<file path="src/rtl/tdm_demux.sv">
// tdm_demux: receive end of a TDM link.
// Words arrive one per valid beat, channel 0 first (flagged by in_sof).
// They are collected in a shadow buffer, and a complete frame is committed
// to y in one step, so y never mixes two frames.
// The slot counter sel tracks the channel expected for the next word.
//
// Optional feature, macro TDM_PARITY_EN:
//   - adds the in_par input, the even parity of d on each valid beat;
//   - a frame with any bad word is aborted (frame_err) instead of committed.
//
// Handshake: there is no ready.
//   - A word is consumed on every rising edge where in_valid=1.
//   - in_sof is only meaningful when in_valid=1.
//
// FSM state is visible on busy (1 = RECV, 0 = IDLE).
module tdm_demux #(
  parameter int WIDTH = 4,
  parameter int NCH   = 4
) (
  input  logic                   clk,
  input  logic                   rst,
  input  logic                   in_valid,
  input  logic                   in_sof,
  input  logic [WIDTH-1:0]       d,
`ifdef TDM_PARITY_EN
  input  logic                   in_par,
`endif
  output logic [NCH*WIDTH-1:0]   y,
  output logic [$clog2(NCH)-1:0] sel,
  output logic                   busy,
  output logic                   frame_done,
  output logic                   frame_err
);

  localparam int CW = $clog2(NCH);
  localparam int SW = (NCH - 1) * WIDTH;
  localparam logic [CW-1:0] LAST_SLOT = CW'(NCH - 1);
  localparam logic [CW-1:0] ONE_SLOT  = CW'(1);

  typedef enum logic {
    IDLE = 1'b0,
    RECV = 1'b1
  } state_t;

  // The last slot is never stored: it comes straight from d at commit time.
  // The shadow buffer therefore only holds slots 0..NCH-2.
  state_t                 state_q, state_d;
  logic [CW-1:0]          sel_q, sel_d;
  logic [SW-1:0]          shadow_q, shadow_d;
  logic [NCH*WIDTH-1:0]   y_q, y_d;
  logic                   done_q, done_d;
  logic                   err_q, err_d;

  // High when the frame ending on this beat must be aborted, not committed.
  logic                   frame_bad;

`ifdef TDM_PARITY_EN
  logic word_bad;
  logic par_flag_q, par_flag_d;

  assign word_bad = in_valid && (in_par != (^d));

  // Parity flag update.
  //   - Any accepted sof restarts the flag with that word's own check.
  //   - The flag accumulates across the middle words of the frame.
  //   - It clears at the last slot, whether the frame commits or aborts.
  always_comb begin
    par_flag_d = par_flag_q;
    if (in_valid) begin
      unique case (state_q)
        IDLE: begin
          if (in_sof) par_flag_d = word_bad;
        end
        RECV: begin
          if (in_sof)                  par_flag_d = word_bad;
          else if (sel_q == LAST_SLOT) par_flag_d = 1'b0;
          else                         par_flag_d = par_flag_q | word_bad;
        end
        default: par_flag_d = 1'b0;
      endcase
    end
  end

  // Parity flag register.
  always_ff @(posedge clk) begin
    if (rst) par_flag_q <= 1'b0;
    else     par_flag_q <= par_flag_d;
  end

  // The current word's own check counts too, so a bad last word still aborts.
  assign frame_bad = par_flag_q | word_bad;
`else
  assign frame_bad = 1'b0;
`endif

  // Next-state, slot counter, shadow writes and commit/abort decisions.
  always_comb begin
    state_d  = state_q;
    sel_d    = sel_q;
    shadow_d = shadow_q;
    y_d      = y_q;
    done_d   = 1'b0;
    err_d    = 1'b0;

    unique case (state_q)
      IDLE: begin
        // Only a sof beat opens a frame; other valid beats are dropped.
        if (in_valid && in_sof) begin
          shadow_d[0 +: WIDTH] = d;
          sel_d                = ONE_SLOT;
          state_d              = RECV;
        end
      end

      RECV: begin
        if (in_valid) begin
          if (in_sof) begin
            // Resync.
            //   - Discard the partial frame and restart on this word.
            //   - This is checked ahead of the last-slot case, so a sof on
            //     the last slot is a resync, not a commit.
            err_d                = 1'b1;
            shadow_d[0 +: WIDTH] = d;
            sel_d                = ONE_SLOT;
          end else if (sel_q == LAST_SLOT) begin
            // Last word: commit the whole frame at once, or abort it if the
            // frame is marked bad.
            if (frame_bad) begin
              err_d  = 1'b1;
            end else begin
              y_d    = {d, shadow_q};
              done_d = 1'b1;
            end
            sel_d   = '0;
            state_d = IDLE;
          end else begin
            shadow_d[int'(sel_q) * WIDTH +: WIDTH] = d;
            sel_d = sel_q + ONE_SLOT;
          end
        end
      end

      default: begin
        state_d = IDLE;
        sel_d   = '0;
      end
    endcase
  end

  // State and datapath registers.
  //   - rst overrides every input.
  //   - A reset mid-frame drops the partial frame without raising frame_err.
  always_ff @(posedge clk) begin
    if (rst) begin
      state_q  <= IDLE;
      sel_q    <= '0;
      shadow_q <= '0;
      y_q      <= '0;
      done_q   <= 1'b0;
      err_q    <= 1'b0;
    end else begin
      state_q  <= state_d;
      sel_q    <= sel_d;
      shadow_q <= shadow_d;
      y_q      <= y_d;
      done_q   <= done_d;
      err_q    <= err_d;
    end
  end

  assign y          = y_q;
  assign sel        = sel_q;
  assign busy       = (state_q == RECV);
  assign frame_done = done_q;
  assign frame_err  = err_q;

endmodule
</file>
<file path="config.mk">
export PLATFORM = sky130hd
export DESIGN_NAME = tdm_demux
export DESIGN_NICKNAME = d
export VERILOG_FILES = /design/src/rtl/tdm_demux.sv
export SDC_FILE = /design/constraint.sdc
export NUM_CORES = 1
export LEC_CHECK = 0
export ABC_AREA = 1
export CAP_MARGIN = 10
export CORE_MARGIN = 2
export CORE_UTILIZATION = 50
export DETAILED_ROUTE_END_ITERATION = 6
export HOLD_SLACK_MARGIN = 0.03
export PLACE_DENSITY = 0.88
export SLEW_MARGIN = 20
export SYNTH_ARGS = -nofsm -noshare
export SYNTH_HDL_FRONTEND = slang
export SYNTH_SLANG_ARGS = --single-unit
</file>
<file path="constraint.sdc">
create_clock -name clk -period 2 [get_ports clk]
set_input_delay 0.6 -clock clk [delete_from_list [all_inputs] [get_ports clk]]
set_output_delay 0.6 -clock clk [all_outputs]
set_load 0.02 [all_outputs]
</file>
==> results.cfg <==
[worst_setup_path]
worstSetupPathType = reg2out
worst_path_largest_cell_delay_ns = 0.62
crit_path_start_kind = flip-flop
critical_path.cell_chain = clkdlybuf4s50_1
timing.critical_path.max_delay_family = buffers and inverters
cp.arrival_ns = 1.32
timing.critical_path.to_type = primary output
crit_required_ns = 1.40
critical_path.n_buffers_inverters = 1
crit_fanout = 3
slowest_stage = clkdlybuf4s50_1

[pwr]
net_switching_uw = 296.4
switching_share = 0.2270
p_int_mw = 1.009
seq_power_share = 0.519
pwr-share-comb = 0.085
cellPowerDensity_nw_per_um2 = 723.6
power.share.clock = 0.396
design_power_total_mw = 1.306
power_leakage_nw = 0.8820
vdd_drop_max_v = 0.0006185

[sta]
timing.slew.headroom = 0.5692
grt_setup_unrepaired = no
worst_pin_slew_ns = 0.6456
maximum_operating_frequency_mhz = 519.7
total_count_of_hold_check_failures_in_the_final_report = 0
fin_tns_setup_ns = 0
final_max_slew_viol_count = 0
min_period_ns = 1.924
report.final.setup_viol = 0
final_min_period_over_clock_period = 0.9621
fin_skew_ns = 0.003330

[route]
detailroute.wirelength.met2_um = 1271
dr_wl_met3_um = 138
vias_per_cell = 4.799
drtPass1Iterations = 4
top_layer_used = met4
routedLengthMet1_um = 1245
routedWlPerCell_um = 10.32
detail-route-antenna-nets = 0
remaining_drc_errors = 0
drt-initial-drc-count = 41
route.vias.total = 1243
routed_wl_um = 2672

[logic_synthesis]
yosysWarningCount = 0
synth_area_per_cell_um2 = 7.243
post-synth-top-area-cell = dfxtp_1
yosys.area.top_type_share = 0.4702
postSynthRegisterBits = 33
netlist-cell-type-count = 18
post_synth_inst_count = 194
synth.area.top_cells = dfxtp_1, nand2_1, nand3_1, nor2_1, inv_1
synth_seq_area_share = 0.4702
post_synth_instance_area_um2 = 1405
synthesis.nets = 207

[floorplan]
placeable_core_region_um2 = 2710
fp.dieW_um = 57.01
design.die.area_um2 = 3250
top_level_ports = 29
die_height_um = 57.01
floorplan.initialDensity = 0.5185
rows = 19

[cts]
cts.path.max_buffers = 2
tritoncts = yes
clk_pin_slew_worst_paths_ns = 0.09
hold_buffers = 0
cts_made_buffers = 5
clock_h_tree_levels = 2
root_buffer = clkbuf_4
clkSinkCount = 33
worst_skew_pair.late_latency_ns = 0.34

[final_layout]
antenna-diode-count = 0
post-route-util = 0.6657
layout-area-overhead-vs-synth_pct = 28.41
num-nets-final = 240
multi_input_comb_area_um2 = 628.1
post_route_cells_drive_above_1_share = 0.07018
seq_area_um2 = 660.6
n_fill_cell = 236

[placement]
io_buffers = 28
placer_s_final_routability_congestion_estimate = 0.8835
dpl.hpwl_um = 1923

[global_route]
grt_util_all_layers = 0.1876
globalRoute.totalOverflow = 0
antenna_found_initial = 0
grt_max_degree = 23
grt_pass1_vias = 1122
grt_first_pass_wirelength_um = 4761

[min_path]
min_path_type = reg2reg

[job]
max-cap-violations = 0

[status]
result_of_the_run = completed
==> sequential cells by signal (all words and copies together) (netlist names) <==
signal / count
y: 16
shadow_q: 12
sel: 2
busy: 1
frame_done: 1
frame_err: 1
==> final timing paths <==
kind	cells after the start	end	slack, ns	startpoint
max reg2reg	6	shadow_q[9]	0.50	sel[0]
min	2	y[9]	0.45	shadow_q[9]
max	1	busy	0.08	busy
min reg2reg	2	y[9]	0.45	shadow_q[9]
==> routing by layer <==
layer | track usage | vias to the layer above
li1 | - | 667
met1 | 0.2281 | 544
met2 | 0.3103 | 27
met3 | 0.06122 | 5
met4 | 0.06977 | 0
met5 | 0 | -
==> tightest hold or removal path, delay by kind of cell, from the launching register on <==
| family | cells | cell delay (ns) |
|---|---|---|
| and+or+nand+nor | 2 | 0.10 |
| DFF | 1 | 0.32 |
==> cell usage after synthesis <==
library cell	number
nand2_1	63
dfxtp_1	33
nor2_1	24
inv_1	21
nand3_1	20
o21ai_0	10
a21oi_1	6
ha_1	5
buf_2	2
clkbuf_1	2
buf_6	1
clkinv_2	1
inv_2	1
nand2_2	1
nand3_2	1
nand3_4	1
nor2_8	1
nor3_1	1
==> layout by cell type (no fill, tap or decap), drive strengths merged <==
| master | count |
|---|---|
| inv | 22 |
| a21oi | 6 |
| clkdlybuf4s50 | 26 |
| nand2 | 64 |
| nand3 | 22 |
| bufinv | 1 |
| o21ai | 10 |
| dfxtp | 33 |
| nor2 | 25 |
| dlymetal6s2s | 1 |
| clkbuf | 7 |
| buf | 3 |
| nor3 | 1 |
| ha | 5 |
| clkinv | 1 |
| dlygate4sd2 | 1 |
==> repair_timing <==
item,4_1_cts,5_1_grt
buffers inserted,0,0
resized for setup,1,1
setup endpoints to repair,1,1
==> cell families (layout without fill, tap and decap cells) <==
group           Yosys count  in the layout  synth area share
compound gates           16             16           0.05699
fa+ha+maj                 5              5           0.04452
buf+inv                  28             62           0.08281
flops                    33             33            0.4702
simple gates            112            112            0.3455
==> power by group through the flow <==
stage               sequential, mW  combinational, mW  clock, mW
finish                       0.678              0.111      0.517
global route                 0.681              0.125      0.564
CTS                          0.678              0.111      0.526
detailed placement           0.693              0.111          0
global placement             0.693              0.109          0
floorplan                    0.696             0.0655          0
==> through the flow <==
step	hold WS [ns]	instance area [um2]	instances	worst slack (ns)
floorplan	0.4188	1405	194	0.5136
global placement	0.4267	1718	251	0.09464
detailed placement	0.4299	1718	251	0.05676
CTS	0.4506	1802	259	0.01588
global route	0.4829	1804	259	0.01539
finish	0.4526	1804	259	0.07572
==> area by class of cell <==
cell class	count	share of cell area
Clock inverter	1	0.01664
Clock buffer	7	0.03051
Tap cell	31	0.02150
Multi-Input combinational cell	133	0.3481
Timing Repair Buffer	31	0.1685
Inverter	23	0.04854
Sequential cell	33	0.3662
Power figures use the tool's default switching activity.
